[src/rtl/bus_arbiter.sv]
// Two-master, one-slave bus arbiter. M0 is a read-only fetch port and M1 is a load/store port.
// Round-robin between the masters, with a per-transfer wait timeout.
module bus_arbiter #(
    parameter int ADDR_W  = 64,
    parameter int DATA_W  = 64,
    parameter int TIMEOUT = 15
) (
    input  logic                clk,
    input  logic                rst,
    input  logic                m0_req,
    input  logic [ADDR_W-1:0]   m0_addr,
    output logic                m0_gnt,
    output logic                m0_valid,
    output logic [DATA_W-1:0]   m0_rdata,
    output logic                m0_err,
    input  logic                m1_req,
    input  logic                m1_we,
    input  logic [ADDR_W-1:0]   m1_addr,
    input  logic [DATA_W-1:0]   m1_wdata,
    input  logic [DATA_W/8-1:0] m1_wmask,
    output logic                m1_gnt,
    output logic                m1_valid,
    output logic [DATA_W-1:0]   m1_rdata,
    output logic                m1_err,
    output logic                s_req,
    output logic                s_we,
    output logic [ADDR_W-1:0]   s_addr,
    output logic [DATA_W-1:0]   s_wdata,
    output logic [DATA_W/8-1:0] s_wmask,
    input  logic                s_ack,
    input  logic [DATA_W-1:0]   s_rdata
);

    typedef enum logic [1:0] {IDLE, BUSY_M0, BUSY_M1} state_t;

    state_t     state;
    state_t     state_next;
    logic       rr_m1;
    logic [7:0] wait_cnt;
    logic       m0_elig;
    logic       m1_elig;
    logic       grant_m0;
    logic       grant_m1;
    logic       done_ack;
    logic       done_timeout;

    always_ff @(posedge clk) begin
        if (!rst) state <= IDLE;
        else      state <= state_next;
    end

    // A master whose response strobe is high this cycle is masked so it cannot re-grab the bus.
    always_comb begin
        state_next   = state;
        grant_m0     = 1'b0;
        grant_m1     = 1'b0;
        done_ack     = 1'b0;
        done_timeout = 1'b0;
        m0_elig      = m0_req && !m0_valid;
        m1_elig      = m1_req && !m1_valid;
        case (state)
            IDLE: begin
                if (m0_elig && (!m1_elig || !rr_m1)) begin
                    grant_m0   = 1'b1;
                    state_next = BUSY_M0;
                end else if (m1_elig) begin
                    grant_m1   = 1'b1;
                    state_next = BUSY_M1;
                end
            end
            BUSY_M0, BUSY_M1: begin
                if (s_ack) begin
                    done_ack   = 1'b1;
                    state_next = IDLE;
                end else if (wait_cnt == 8'(TIMEOUT - 1)) begin
                    done_timeout = 1'b1;
                    state_next   = IDLE;
                end
            end
            default: state_next = IDLE;
        endcase
    end

    assign s_req  = (state != IDLE);
    assign m0_gnt = (state == BUSY_M0);
    assign m1_gnt = (state == BUSY_M1);

    // Payload is captured only at grant time, so master-side changes during BUSY are invisible to the slave.
    always_ff @(posedge clk) begin
        if (!rst) begin
            rr_m1    <= 1'b0;
            wait_cnt <= '0;
            s_we     <= 1'b0;
            s_addr   <= '0;
            s_wdata  <= '0;
            s_wmask  <= '0;
            m0_valid <= 1'b0;
            m0_err   <= 1'b0;
            m0_rdata <= '0;
            m1_valid <= 1'b0;
            m1_err   <= 1'b0;
            m1_rdata <= '0;
        end else begin
            m0_valid <= 1'b0;
            m0_err   <= 1'b0;
            m1_valid <= 1'b0;
            m1_err   <= 1'b0;
            if (grant_m0) begin
                rr_m1    <= 1'b1;
                wait_cnt <= '0;
                s_we     <= 1'b0;
                s_addr   <= m0_addr;
                s_wdata  <= '0;
                s_wmask  <= '0;
            end else if (grant_m1) begin
                rr_m1    <= 1'b0;
                wait_cnt <= '0;
                s_we     <= m1_we;
                s_addr   <= m1_addr;
                s_wdata  <= m1_wdata;
                s_wmask  <= m1_wmask;
            end else if (s_req && !s_ack) begin
                wait_cnt <= wait_cnt + 8'd1;
            end
            if (done_ack || done_timeout) begin
                if (state == BUSY_M0) begin
                    m0_valid <= 1'b1;
                    m0_err   <= done_timeout;
                    m0_rdata <= done_ack ? s_rdata : '0;
                end else begin
                    m1_valid <= 1'b1;
                    m1_err   <= done_timeout;
                    m1_rdata <= done_ack ? s_rdata : '0;
                end
            end
        end
    end

endmodule
[config.mk]
export PLATFORM = sky130hd
export DESIGN_NAME = bus_arbiter
export DESIGN_NICKNAME = d
export VERILOG_FILES = /design/src/rtl/bus_arbiter.sv
export SDC_FILE = /design/constraint.sdc
export NUM_CORES = 1
export LEC_CHECK = 0
export BUFFER_PORTS_ARGS = -buffer_cell sky130_fd_sc_hd__buf_2
export CAP_MARGIN = 15
export CELL_PAD_IN_SITES_DETAIL_PLACEMENT = 1
export CELL_PAD_IN_SITES_GLOBAL_PLACEMENT = 1
export CORE_AREA = 2 2 208 210
export CTS_CLUSTER_SIZE = 20
export DETAILED_ROUTE_END_ITERATION = 12
export DIE_AREA = 0 0 210 212
export PLACE_DENSITY = 0.66
export SLEW_MARGIN = 20
export SYNTH_ARGS = -nofsm -noshare
export SYNTH_HDL_FRONTEND = slang
export SYNTH_SLANG_ARGS = --single-unit
[constraint.sdc]
create_clock -name clk -period 1.8 [get_ports clk]
set_input_delay 0.18 -clock clk [delete_from_list [all_inputs] [get_ports clk]]
set_output_delay 0.18 -clock clk [all_outputs]
set_load 0.05 [all_outputs]
==> summary.txt, run 1 <==
Timing
  – Max-slew headroom: 0.699
  – Fin. max-slew vios: 0
  – Least-Margin Pin Slew: 0.450 ns
  – Final worst path period share: 1.11
  – Final Hold Vio Count: 0
  – RSZ-0062 raised after global routing: true
  – Final Setup Violations: 131
  – Max Freq: 0.502 GHz
  – Post-route minimum period: 1.99 ns
  – Clock skew: 0.0311 ns
  – Smallest hold slack: 0.0214 ns
  – Final WS setup: -0.190 ns

Run
  – Max cap viols: 0

Hold path
  – Min-delay src: m0_addr[12]
  – Hold Path End: s_addr[12]
  – Hold path depth: 3
  – HP Class: primary input to flip-flop

CTS
  – CTS tree: built
  – Clk pin slew, worst setup/hold paths: 0.06 ns
  – Clk buf depth: 3
  – H-tree level count: 2
  – Clock Latency Late Sink: 0.53 ns
  – CTS Buf Count: 34
  – CTS Root Cell: clkbuf_16
  – Clock sinks: 280

Floorplanning
  – Die Ht: 212 µm
  – Site Rows: 76
  – Core ar.: 0.0425 mm²
  – I/O pin cnt: 542
  – Die width: 210 µm
  – Initial core utilization: 0.253
  – Die area: 0.0445 mm²

Logic synthesis
  – Syn Inst Count: 1265
  – Syn avg cell area: 8.50 µm²
  – #FFs+latches synth: 280
  – Netlist cell types: 35
  – EDFF count, synth: 0
  – Synth area leaders: dfxtp_1 (52%), a21oi_1 (12%), nand2_1 (12%)
  – Top post-synthesis cells by count: nand2_1 (341), dfxtp_1 (280), a21oi_1 (266)
  – Most used DFF post-synth: dfxtp_1
  – Synth top area share: 0.521
  – Mapped Nets: 1540
  – Ys async rst share: 0
  – Cell accounting for the most synthesized area: dfxtp_1
  – Seq/Total Area, Yosys: 0.521
  – Yosys Warn Count: 0
  – Most frequent cell after synthesis: nand2_1
  – Mapped Area: 0.0108 mm²

Setup path
  – Critical Path AT: 2.37 ns
  – R2R depth: 8
  – Crit Path Class: flip-flop to flip-flop
  – CP endpoint kind: flip-flop
  – Worst path required time: 2.18 ns
  – R2r setup slk: -0.19 ns
  – Crit start category: flip-flop
  – R2R Path Start: wait_cnt[0]
  – Worst-path fanout max: 9
  – Reg2Reg Capture Point: m1_rdata[39]

Routing
  – Antenna Violating Nets Remaining: 0
  – Met3 WL: 4140 µm
  – Final WL: 58600 µm
  – Metal-1 WL: 21700 µm
  – Drt pass-1 iters: 7
  – Via count of the routed design: 13.6k
  – 1st-iter DRT viols: 813
  – Post-DR vias/cell: 5.10
  – Highest Signal Layer: met5
  – Met2 WL: 28900 µm
  – Wire per inst: 22.0 µm
  – DRC violations left: 0

Placement
  – DP HPWL: 34500 µm
  – Gpl congestion: 0.838
  – Worst slack, placed: -0.256 ns
  – Port bufs: 541

Final layout
  – Final #Nets: 2369
  – Layout area overhead: 76.6%
  – Layout cells sized above 1: 0.350
  – Post-layout util: 0.447

Outcome
  – Violated checks: setup timing
  – Outcome: complete, but fails checks

Global route
  – Overflow after GRT: 0
  – Pin count of the biggest net entering global routing: 67
  – First-pass GRT wire length: 82400 µm
  – Vias in the first global route: 14.1k
  – Global-route usage over all layers: 0.237
  – Antenna violations before repair: 6

Power and ir drop
  – Pleak: 8.02 nW
  – Peak VDD IR: 0.544 mV
  – PwrDens: 1030 mW/mm²
==> placed cells by master (no fill, tap or decap), types with 6 or more instances in the layout <==
cell / count
nand2_1: 341
a311oi_2: 7
a22oi_1: 61
clkbuf_1: 8
a311oi_1: 121
dfxtp_1: 277
dlygate4sd3_1: 255
nor2_1: 13
a21oi_1: 266
xor2_1: 6
buf_4: 64
buf_2: 539
clkbuf_16: 46
buf_6: 8
clkinv_2: 6
buf_12: 29
==> layer usage <==
metal	up-vias	GRT usage
li1	6217	-
met4	4	0.158
met5	-	0
met3	201	0.0675
met2	575	0.406
met1	6576	0.257
==> registers in the layout, summed over array words and instances, names as in the netlist <==
| signal | count |
|---|---|
| m1_rdata | 64 |
| m1_valid | 1 |
| state | 2 |
| m0_err | 1 |
| s_wdata | 64 |
| rr_m1 | 1 |
| s_addr | 64 |
| s_wmask | 8 |
| wait_cnt | 8 |
| m0_rdata | 64 |
| s_we | 1 |
| m0_valid | 1 |
| m1_err | 1 |
==> where the power goes <==
group / leakage, nW / switching (mW) / internal, mW
logic: 5.26 / 4.01 / 2.25
clock network: 0.490 / 2.70 / 3.66
registers: 2.28 / 0.247 / 6.65
total: 8.02 / 6.96 / 12.6
==> how the worst max path moves through the flow <==
stage | cells after the start | start | slack, ns | to
floorplan | 7 | state[0] | -0.05 | m0_rdata[0]
global placement | 7 | wait_cnt[0] | -0.22 | m0_rdata[19]
detailed placement | 7 | wait_cnt[0] | -0.26 | m1_rdata[54]
CTS | 8 | wait_cnt[0] | -0.12 | m1_rdata[54]
global route | 8 | wait_cnt[0] | -0.24 | m1_rdata[28]
finish | 8 | wait_cnt[0] | -0.19 | m1_rdata[39]
==> cell type report <==
class / instances / area, µm²
fillers: 4993 / 23500
repair buffers: 915 / 6870
flip-flops and latches: 280 / 5610
multi-input cells: 857 / 4800
clock buffers: 46 / 947
well taps: 546 / 683
clock inverters: 7 / 38.8
inverters: 6 / 27.5
diodes: 5 / 12.5
==> worst max-delay path, cell delays in order, from the launching register on <==
cell and delay, ns:
dfxtp_2 0.32, inv_2 0.06, ha_4 0.12, or4b_4 0.48
nor3_4 0.18, o21a_4 0.22, buf_12 0.18, clkbuf_16 0.17
a311oi_1 0.10
==> through the flow <==
step / cells / instance area [µm²] / setup TNS (ns) / power [mW]
after global placement: 2315 / 14700 / -21.87 / 12.0
after global routing: 2660 / 19000 / -26.32 / 20.3
after detailed placement: 2315 / 14700 / -25.46 / 12.1
after CTS: 2636 / 18500 / -11.37 / 19.1
final: 2662 / 19000 / -17.89 / 19.5
after floorplan: 1265 / 10800 / -3.42 / 10.1
==> cell families after synthesis <==
family | Yosys count | share of synthesized area
compound gates | 468 | 0.280
simple gates | 376 | 0.137
flops | 280 | 0.521
buf+inv | 129 | 0.0500
xor+xnor | 7 | 0.00570
fa+ha+maj | 5 | 0.00582
==> repair_timing <==
action,4_1_cts,5_1_grt
buffers inserted,8,7
setup endpoints to repair,144,188
hold buffers,254,1
pin swaps,7,7
gates resized for setup,23,28
gates cloned,6,14
endpoints found under the hold margin,264,1
Power figures use the tool's default switching activity.
==> run 2: changes to the inputs <==
--- a/config.mk
+++ b/config.mk
@@ -9,11 +9,12 @@
 export CAP_MARGIN = 15
 export CELL_PAD_IN_SITES_DETAIL_PLACEMENT = 1
 export CELL_PAD_IN_SITES_GLOBAL_PLACEMENT = 1
-export CORE_AREA = 2 2 208 210
+export CORE_AREA = 2 2 210 212
+export CTS_BUF_LIST = sky130_fd_sc_hd__clkbuf_4 sky130_fd_sc_hd__clkbuf_8
 export CTS_CLUSTER_SIZE = 20
 export DETAILED_ROUTE_END_ITERATION = 12
-export DIE_AREA = 0 0 210 212
-export PLACE_DENSITY = 0.66
+export DIE_AREA = 0 0 212 214
+export PLACE_DENSITY = 0.65
 export SLEW_MARGIN = 20
 export SYNTH_ARGS = -nofsm -noshare
 export SYNTH_HDL_FRONTEND = slang
==> run 2 against run 1 <==
Against the previous run:
- the flow still finishes with violations (setup timing)
- hold slack better by 0.046 ns
- sequential share of layout area down 0.23 points
- maximum frequency is 5.0% higher
- highest routed layer unchanged
==> summary.txt, run 2 (synthesis results as in run 1) <==
Routing
  – Antenna Violating Nets Remaining: 0 (unchanged)
  – Post-DR vias/cell: 4.99 (-2.0%)
  – Drt pass-1 iters: 5 (-2)
  – 1st-iter DRT viols: 601 (-26%)
  – DRC violations left: 0 (unchanged)
  – Wire per inst: 21.3 µm (-3.1%)
  – Via count of the routed design: 13.6k (+0.49%)
  – Final WL: 58200 µm (-0.56%)

Setup path
  – Critical path, cell by cell: inv_2, ha_1, or4b_4, nor3_4, o21a_4, buf_12, clkbuf_16, a311oi_1
  – Worst path required time: 2.25 ns (+0.07 ns)
  – Setup crit start: wait_cnt[0]
  – Largest stage delay, worst path: 0.49 ns (about the same)
  – CP endpoint kind: flip-flop
  – Crit Path Class: flip-flop to flip-flop
  – Reg2Reg Capture Point: m1_rdata[3]
  – Crit start category: flip-flop
  – Worst-path fanout max: 17 (+8)
  – R2R Path Start: wait_cnt[0]
  – R2R depth: 8 (unchanged)
  – R2r setup slk: -0.1 ns (+0.09 ns)
  – Worst setup path end: m1_rdata[3]
  – Critical Path AT: 2.35 ns (-0.02 ns)
  – Critical path's slowest cell: or4b_4

Final layout
  – Layout area overhead: 78.0%
  – Final #Nets: 2379 (+0.42%)
  – Highest-count cells in the layout ignoring fill and taps: buf_2 (538), nand2_1 (341), dfxtp_1 (276)
  – Layout cells sized above 1: 0.367 (+0.0170)
  – Final std cells w/o fill: 2731 (+2.6%)
  – Commonest non-fill, non-tap cell in the layout: buf_2

Power and ir drop
  – Clk pwr share: 0.344 (+0.018)
  – Logic pwr share: 0.308 (-0.013)
  – PwrDens: 1040 mW/mm² (+0.71%)
  – Int Power: 12.8 mW (+2.0%)
  – Pleak: 8.08 nW (+0.67%)
  – Overall power: 19.8 mW (+1.5%)
  – Switching Share: 0.354 (-0.00314)
  – Flop pwr share: 0.348 (-0.005)
  – Net Sw Power: 7.01 mW (+0.61%)
  – Peak VDD IR: 0.617 mV (+13%)

Placement
  – DP HPWL: 34800 µm (+0.66%)
  – Port bufs: 541 (unchanged)
  – Dpl cells: 2357 (+1.8%)
  – Worst slack, placed: -0.233 ns (+0.0234 ns)
  – Gpl congestion: 0.819 (-2.2%)

Timing
  – Final WS setup: -0.0957 ns (+0.0944 ns)
  – Clock skew: 0.0287 ns (-0.00242 ns)
  – Post-route minimum period: 1.90 ns (-0.0944 ns)
  – Max Freq: 0.527 GHz (+5.0%)
  – Max-slew headroom: 0.709 (+0.0100)
  – Final Setup Violations: 127 (-3.1%)
  – Final Hold Vio Count: 0 (unchanged)
  – Least-Margin Pin Slew: 0.436 ns (-0.0142 ns)
  – Final worst path period share: 1.05 (-0.0524)
  – Smallest hold slack: 0.0677 ns (+0.0463 ns)
  – Setup TNS: -7.24 ns (+10.66 ns)
  – RSZ-0062 raised after global routing: true
  – Fin. max-slew vios: 0 (unchanged)

Hold path
  – HP Class: primary input to flip-flop

Global route
  – First-pass GRT wire length: 84900 µm (+3.0%)
  – Global-route usage over all layers: 0.239 (+0.00166)
  – Pin count of the biggest net entering global routing: 67 (unchanged)
  – Vias in the first global route: 14.5k (+2.7%)
  – Antenna violations before repair: 6 (unchanged)
  – Overflow after GRT: 0 (unchanged)

CTS
  – Clk buf depth: 3 (unchanged)
  – Clk pin slew, worst setup/hold paths: 0.05 ns (about the same)
  – Clock sinks: 280 (unchanged)
  – H-tree level count: 2 (unchanged)
  – CTS Buf Count: 51 (+50%)
  – CTS tree: built
  – CTS Root Cell: clkbuf_8
  – Clock Latency Late Sink: 0.62 ns (+0.09 ns)

Floorplanning
  – Core ar.: 0.0429 mm² (+0.89%)
  – Site Rows: 76 (unchanged)
  – Die Ht: 214 µm (+0.94%)
  – Die area: 0.0454 mm² (+1.9%)
  – Die width: 212 µm (+0.95%)
  – I/O pin cnt: 542 (unchanged)
  – Initial core utilization: 0.251 (-0.00224)

Outcome
  – Violated checks: setup timing
  – Outcome: complete, but fails checks

Run
  – Max cap viols: 0 (unchanged)
[run 2: cell types whose count changed in the layout (fill, tap and decap cells not counted), moves of 8 or more]
cell	before	now
a22oi_1	61	40
a22oi_2	3	24
clkbuf_1	8	0
clkbuf_16	46	4
clkbuf_4	0	18
clkbuf_8	3	64
dlygate4sd3_1	255	263
[run 2: worst max-delay path, delay by kind of cell (launching register included)]
| kind | cells | cell delay, ns |
|---|---|---|
| fa+ha+maj | 1 | 0.13 |
| simple gates | 2 | 0.65 |
| compound gates | 2 | 0.29 |
| buf+inv | 3 | 0.37 |
| flops | 1 | 0.32 |
[run 2: routing by layer]
metal | wire [µm] | vias to the layer above | global-route usage
met5 | 33 | - | 0
met4 | 3470 | 4 | 0.157
met3 | 4330 | 210 | 0.0730
met2 | 29000 | 527 | 0.417
met1 | 21400 | 6662 | 0.246
li1 | - | 6237 | -
[run 2: how the worst min path moves through the flow]
stage / start / endpoint / slack (ns) / cells past startpoint
finish: m1_addr[3] / s_addr[3] / 0.07 / 4
global route: m1_addr[3] / s_addr[3] / 0.03 / 4
CTS: m1_addr[63] / s_addr[63] / 0.01 / 4
detailed placement: m1_wdata[7] / s_wdata[7] / 0.43 / 3
global placement: m1_wdata[4] / s_wdata[4] / 0.42 / 3
floorplan: m1_wdata[14] / s_wdata[14] / 0.32 / 2
[run 2: timing repair]
item / in CTS / in global routing
hold buffers: 263 / 0
gates resized for setup: 26 / 47
pin swaps: 2 / 4
buffers inserted: 6 / 2
endpoints found under the hold margin: 269 / 0
cloned: 5 / 4
endpoints found under the setup margin: 142 / 222
[run 2: metrics by stage]
stage                util  instance area (µm²)
floorplan               -                10800
global placement    0.343                14700
detailed placement  0.343                14700
CTS                 0.438                18800
global route        0.446                19100
finish              0.446                19100
[run 2: power groups by stage]
stage / combinational [mW] / clock (mW) / sequential (mW)
floorplan: 1.62 / 0 / 8.47
global placement: 4.92 / 0 / 6.98
detailed placement: 5.01 / 0 / 7.00
CTS: 5.75 / 6.96 / 6.87
global route: 6.43 / 7.32 / 6.94
finish: 6.11 / 6.81 / 6.90
[run 2: cell type report]
| class | instances | area [µm²] |
|---|---|---|
| inverters | 6 | 30.0 |
| well taps | 585 | 732 |
| clock inverters | 8 | 125 |
| flip-flops and latches | 280 | 5610 |
| fillers | 5078 | 23700 |
| clock buffers | 82 | 1020 |
| diodes | 5 | 12.5 |
| repair buffers | 909 | 6740 |
| multi-input cells | 856 | 4870 |
